## src/rtl/axis_requantizer.sv

```systemverilog
// Requantizes 16 unsigned 16-bit weighted samples per beat to 8 bits (shift, round-half-up, saturate)
// through a two-stage elastic AXI-Stream pipeline, counting beats that saturated any kept lane.
module axis_requantizer #(
    parameter int SDATA_WIDTH   = 256,
    parameter int SSAMPLE_WIDTH = 16,
    parameter int MSAMPLE_WIDTH = 8,
    parameter int MDATA_WIDTH   = 128,
    parameter int SHIFT_WIDTH   = 4,
    parameter int CNT_WIDTH     = 32
) (
    input  logic                          CLK,
    input  logic                          resetn,
    input  logic                          s_axis_tvalid,
    output logic                          s_axis_tready,
    input  logic [SDATA_WIDTH-1:0]        s_axis_tdata,
    input  logic [SDATA_WIDTH/SSAMPLE_WIDTH-1:0] s_axis_tkeep,
    input  logic                          s_axis_tlast,
    input  logic [SHIFT_WIDTH-1:0]        shift,
    input  logic                          sat_clear,
    output logic                          m_axis_tvalid,
    input  logic                          m_axis_tready,
    output logic [MDATA_WIDTH-1:0]        m_axis_tdata,
    output logic [SDATA_WIDTH/SSAMPLE_WIDTH-1:0] m_axis_tkeep,
    output logic                          m_axis_tlast,
    output logic [CNT_WIDTH-1:0]          sat_count
);

    localparam int SAMPLES = SDATA_WIDTH / SSAMPLE_WIDTH;
    localparam int RWIDTH  = SSAMPLE_WIDTH + 1;
    localparam logic [RWIDTH-1:0] MAX_OUT = RWIDTH'((1 << MSAMPLE_WIDTH) - 1);

    logic                   p1_v;
    logic [MDATA_WIDTH-1:0] p1_data;
    logic [SAMPLES-1:0]     p1_keep;
    logic                   p1_last;

    logic [MDATA_WIDTH-1:0] q_data;
    logic [SAMPLES-1:0]     sat_lane;
    logic [RWIDTH-1:0]      half;
    logic                   o_adv;
    logic                   p1_load;

    // One extra bit of headroom keeps x + half from wrapping before the shift
    assign half = (shift == '0) ? '0 : (RWIDTH'(1) << (shift - SHIFT_WIDTH'(1)));

    genvar i;
    generate
        for (i = 0; i < SAMPLES; i++) begin : g_lane
            logic [RWIDTH-1:0] rounded;
            logic              over;
            assign rounded     = ({1'b0, s_axis_tdata[i*SSAMPLE_WIDTH +: SSAMPLE_WIDTH]} + half) >> shift;
            assign over        = rounded > MAX_OUT;
            assign sat_lane[i] = over && s_axis_tkeep[i];
            assign q_data[i*MSAMPLE_WIDTH +: MSAMPLE_WIDTH] =
                !s_axis_tkeep[i] ? '0 :
                over             ? '1 : rounded[MSAMPLE_WIDTH-1:0];
        end
    endgenerate

    assign o_adv         = !m_axis_tvalid || m_axis_tready;
    assign s_axis_tready = resetn && (!p1_v || o_adv);
    assign p1_load       = s_axis_tvalid && s_axis_tready;

    always_ff @(posedge CLK or negedge resetn) begin
        if (!resetn) begin
            p1_v    <= 1'b0;
            p1_data <= '0;
            p1_keep <= '0;
            p1_last <= 1'b0;
        end else if (p1_load) begin
            p1_v    <= 1'b1;
            p1_data <= q_data;
            p1_keep <= s_axis_tkeep;
            p1_last <= s_axis_tlast;
        end else if (o_adv) begin
            p1_v    <= 1'b0;
        end
    end

    // Output registers only change on advance, so a stalled beat stays stable
    always_ff @(posedge CLK or negedge resetn) begin
        if (!resetn) begin
            m_axis_tvalid <= 1'b0;
            m_axis_tdata  <= '0;
            m_axis_tkeep  <= '0;
            m_axis_tlast  <= 1'b0;
        end else if (o_adv) begin
            m_axis_tvalid <= p1_v;
            if (p1_v) begin
                m_axis_tdata <= p1_data;
                m_axis_tkeep <= p1_keep;
                m_axis_tlast <= p1_last;
            end
        end
    end

    always_ff @(posedge CLK or negedge resetn) begin
        if (!resetn) begin
            sat_count <= '0;
        end else if (sat_clear) begin
            sat_count <= '0;
        end else if (p1_load && (|sat_lane) && !(&sat_count)) begin
            sat_count <= sat_count + CNT_WIDTH'(1);
        end
    end

endmodule

```

## config.mk

```make
export PLATFORM = sky130hd
export DESIGN_NAME = axis_requantizer
export DESIGN_NICKNAME = d
export VERILOG_FILES = /design/src/rtl/axis_requantizer.sv
export SDC_FILE = /design/constraint.sdc
export NUM_CORES = 2
export LEC_CHECK = 0
export BUFFER_PORTS_ARGS = -buffer_cell sky130_fd_sc_hd__buf_4
export CAP_MARGIN = 30
export CELL_PAD_IN_SITES_DETAIL_PLACEMENT = 0
export CELL_PAD_IN_SITES_GLOBAL_PLACEMENT = 1
export CORE_UTILIZATION = 35
export CTS_CLUSTER_DIAMETER = 100
export DETAILED_ROUTE_END_ITERATION = 10
export PLACE_DENSITY_LB_ADDON = 0.1
export SYNTH_ARGS = -nofsm -noshare
export SYNTH_HDL_FRONTEND = slang
export SYNTH_SLANG_ARGS = --single-unit
export TNS_END_PERCENT = 30
```

## constraint.sdc

```tcl
create_clock -name CLK -period 3.5 [get_ports CLK]
set_input_delay 0.7 -clock CLK [delete_from_list [all_inputs] [get_ports CLK]]
set_output_delay 0.7 -clock CLK [all_outputs]
set_load 0.02 [all_outputs]
```

==> metrics list <==
- Vias per cell: 5.71
* Slowest cell on the critical path: sky130_fd_sc_hd__a221o_1
- Maximum capacitance violations: 0
- Summed over all layers, the global routing overflow is 0.
- Counting flops with an async set or reset pin after synthesis yields a share of 100%.
- By instance count, the cell type seen most on the critical path is sky130_fd_sc_hd__buf_4.
* Violations in the final reports: negative setup slack
* Per-instance average area after synthesis: 7.58 sq um
- The number of antenna violations at the first check in global routing is 7.
- In this design, the stage delay of the slowest critical-path cell is 340 ps.
* Synth Flop Type: sky130_fd_sc_hd__dfrtp_1
* Power density over the cells: 302 nW/um^2
- The number of slew-limit violations in the final report was 0.
* Proportion of layout cells with a drive suffix above 1: 40.9%
- In this run the worst hold path is classified as in2async.
- From left edge to right edge, the die measures 332 um.
* Maximum fanout encountered on the critical timing path: 9
* HPWL after detailed placement: 163000 um
- In the global route stage, overall resource usage came out at 35.0%.
- Clock Latency Late Sink: 540 ps
- The synthesized netlist devotes 8.32% of its cell area to XOR and XNOR gates.
* Crit end category: flip-flop
- Number of standard cells after synthesis: 5035
- Overall die area: 110000 sq um
- Leakage power: 0.0268 uW
- The worst setup path is of the in2reg kind.
- STA classifies the critical path startpoint as an input pin.
- For this run, global-route usage on met3 was measured as 5.11%.
- Aggregate negative setup slack: -163670 ps
- Subtracting the final worst setup slack from the clock period gives 5550 ps.
- The floorplan step set the die height to 332 um.
- TritonCTS built the clock tree.
- In this run, CTS created clock tree buffers numbering 27.
- Total of buffers placed on input and output ports: 460
- Relative max-transition margin: 30.0%
- F_max: 180 MHz
- In this run the number of H-tree levels came out at 1.
- The congestion estimate from routability-driven global placement came to 0.983.
- Register bit count reported by yosys: 324
- For this run, the number of Yosys warnings is 0.
- Fraction of met2 tracks used by global routing: 51.8%
- The floorplan has 120 rows.
- The global routing stage identified its most utilized layer as met1.
* Wire length of the first global-routing pass: 292000 um
- I/O pin count: 461
- Routed length per placed instance: 24.7 um
* Worst-margin pin slew: 1050 ps
- At the end of the flow, the number of nets in the layout was 7209.
- After layout, the worst path uses 159% of the clock period.
- Yosys mapped the design onto 120 distinct sky130hd cell types.
- Remaining routing DRC violations: 0
- In this run, synthesis inferred 0 flip-flops with an integrated enable.
- Number of fill cells: 10426
- Clock-pin slew was measured on the worst setup and hold paths at 70 ps.
- Setup violations remaining at the end of the flow were counted as 160.
- Post-synthesis adder-cell area fraction: 6.34%
- The clock drives 324 sinks.
- The detail route stage leaves a number of antenna-violating nets equal to 0.
- Sequential elements use 21.3% of the synthesized area.
- Summing every instance area after synthesis gives 38200 sq um.
- The final route contains 46676 vias.
- Worst path required time: 3920 ps
- Entering global routing, the biggest net connects 221 pins.
- The final count of hold timing violations came to 0.
* Worst-case clock buffer depth: 3
* RSZ-0062 raised after global routing: yes
* Drt pass-1 iters: 6
* Sum of routed wire length over all layers: 202000 um
* Area share of and/or/nand/nor cells after synthesis: 19.3%
* Outcome: finished, violations left
- Once routing completed, OpenROAD measured the worst setup slack at -2050 ps.
- In this run the standard cell core region covers 108000 sq um.
- Detailed Route Iter0 Violations: 4729
- Combinational family with the most area after synthesis: compound AO/OA/AOI/OAI gates
- CTS placed an instance of sky130_fd_sc_hd__clkbuf_16 at the clock tree root.
- Share of the synthesized area in compound gates (AO/OA/AOI/OAI): 30.1%
- Clock skew on the completed layout was measured at 14.7 ps.
* Effective utilization at floorplan: 35.5%
* Met1 track demand over resource: 52.7%
- Worst hold margin: 326 ps
- After synthesis, the share of cell area in mux cells is 9.77%.
* Vias in the first global route: 43181
- Data arrives at the worst endpoint at 5970 ps.
* Maximum resistive drop on vdd: 0.337 mV
- Area growth syn-to-layout: 52.3%
==> where the power goes <==
group / switching [uW] / internal [uW] / total, uW
sequential: 537 / 4550 / 5080
clock: 1330 / 1530 / 2870
combinational: 5210 / 4400 / 9610
total: 7080 / 10500 / 17600
==> worst max-delay path, delay by kind of cell <==
family	cells	cell delay [ps]
compound gates	10	2350
buf+inv	9	1330
simple gates	6	760
mux	1	310
fa+ha+maj	1	280
xor+xnor	1	190
==> timing repair <==
item                                    in CTS  in global routing
pin swaps                                   74                115
endpoints found under the setup margin     160                160
gates cloned                                 4                  3
endpoints found under the hold margin        0                  0
hold buffers                                 0                  0
gates resized for setup                    250                338
setup buffers                               58                 53
==> layout by cell type, fill, tap and decap left out, types with 116 or more instances in the layout <==
cell                       synthesis  layout
sky130_fd_sc_hd__a21oi_1         431     386
sky130_fd_sc_hd__buf_4            12    1939
sky130_fd_sc_hd__nor2_1          519     495
sky130_fd_sc_hd__xnor2_1         223     207
sky130_fd_sc_hd__mux2_2          181     179
sky130_fd_sc_hd__o21ai_0         479     382
sky130_fd_sc_hd__xor2_1          134     123
sky130_fd_sc_hd__ha_1            177     142
sky130_fd_sc_hd__a211oi_1        154     128
sky130_fd_sc_hd__nand2_1         531     520
sky130_fd_sc_hd__dfrtp_1         324     324
sky130_fd_sc_hd__mux2i_1         120     116
==> flip-flops by register name, indices dropped and copies added, names as in the netlist <==
signal         cells
m_axis_tdata     128
m_axis_tkeep      16
m_axis_tlast       1
m_axis_tvalid      1
p1_data          128
p1_keep           16
p1_last            1
p1_v               1
sat_count         32
==> kinds of logic (layout without fill, tap and decap cells) <==
logic type / Yosys count / after routing
AOI/OAI and AO/OA: 1782 / 1782
and+or+nand+nor: 1599 / 1599
buffers and inverters: 441 / 2158
xor gates and xnor gates: 360 / 360
muxes: 331 / 331
DFF: 324 / 324
adders and majority gates: 197 / 197
other: 1 / 19
==> synthesized netlist by cell type (51+ instances only) <==
cell type / count / share of area (%)
sky130_fd_sc_hd__a21o_1: 69 / 1.4
sky130_fd_sc_hd__nor3_1: 90 / 1.2
sky130_fd_sc_hd__ha_1: 177 / 5.8
sky130_fd_sc_hd__mux2i_1: 120 / 3.1
sky130_fd_sc_hd__a211oi_1: 154 / 3.0
sky130_fd_sc_hd__xnor2_1: 223 / 5.1
sky130_fd_sc_hd__inv_1: 57 / 0.56
sky130_fd_sc_hd__nand2_1: 531 / 5.2
sky130_fd_sc_hd__nor2_1: 519 / 5.1
sky130_fd_sc_hd__xor2_1: 134 / 3.1
sky130_fd_sc_hd__o22ai_1: 80 / 1.3
sky130_fd_sc_hd__o21ai_0: 479 / 6.3
sky130_fd_sc_hd__buf_1: 67 / 0.66
sky130_fd_sc_hd__dfrtp_1: 324 / 21
sky130_fd_sc_hd__o211ai_1: 57 / 1.1
sky130_fd_sc_hd__and3_1: 51 / 0.84
sky130_fd_sc_hd__a31oi_1: 71 / 1.2
sky130_fd_sc_hd__a21oi_1: 431 / 5.7
sky130_fd_sc_hd__mux2_2: 181 / 5.3
sky130_fd_sc_hd__clkbuf_1: 255 / 2.5
sky130_fd_sc_hd__nand3_1: 108 / 1.4
==> layer usage <==
metal	up-vias	routed length, um
li1	22084	-
met1	22387	96300
met2	1976	84400
met3	227	15800
met4	2	5500
met5	-	13
==> layout make-up <==
class	instances	area (sq um)	area share [%]
Sequential cell	324	8110	14.0
Tap cell	1403	1760	3.02
Multi-Input combinational cell	4285	30800	52.9
Antenna cell	3	7.51	0.0129
Clock buffer	40	774	1.33
Inverter	57	233	0.400
Clock inverter	6	41.3	0.0711
Timing Repair Buffer	2055	16400	28.3
==> metrics by stage <==
step	worst slack, ps	instances	cell area [sq um]	total power, uW	util (%)
detailed placement	-3040	8016	53800	14100	50.1
floorplan	-2550	5050	38600	9320	-
CTS	-2010	8121	56300	17200	52.4
global placement	-2950	8016	53800	14000	50.1
finish	-2050	8173	58100	17600	54.1
global route	-2130	8171	58100	18400	54.0
==> final timing paths <==
kind / startpoint / endpoint / slack (ps) / cells past startpoint
max reg2reg: sat_count[9] / sat_count[13] / -100 / 16
min reg2reg: p1_data[100] / p1_data[100] / 470 / 2
min in group CLK: s_axis_tlast / p1_last / 360 / 3
max in group asynchronous: resetn / m_axis_tkeep[11] / 2090 / 3
min: resetn / p1_data[106] / 330 / 2
max: shift[1] / sat_count[26] / -2050 / 28
(Power assumes the default switching activity.)
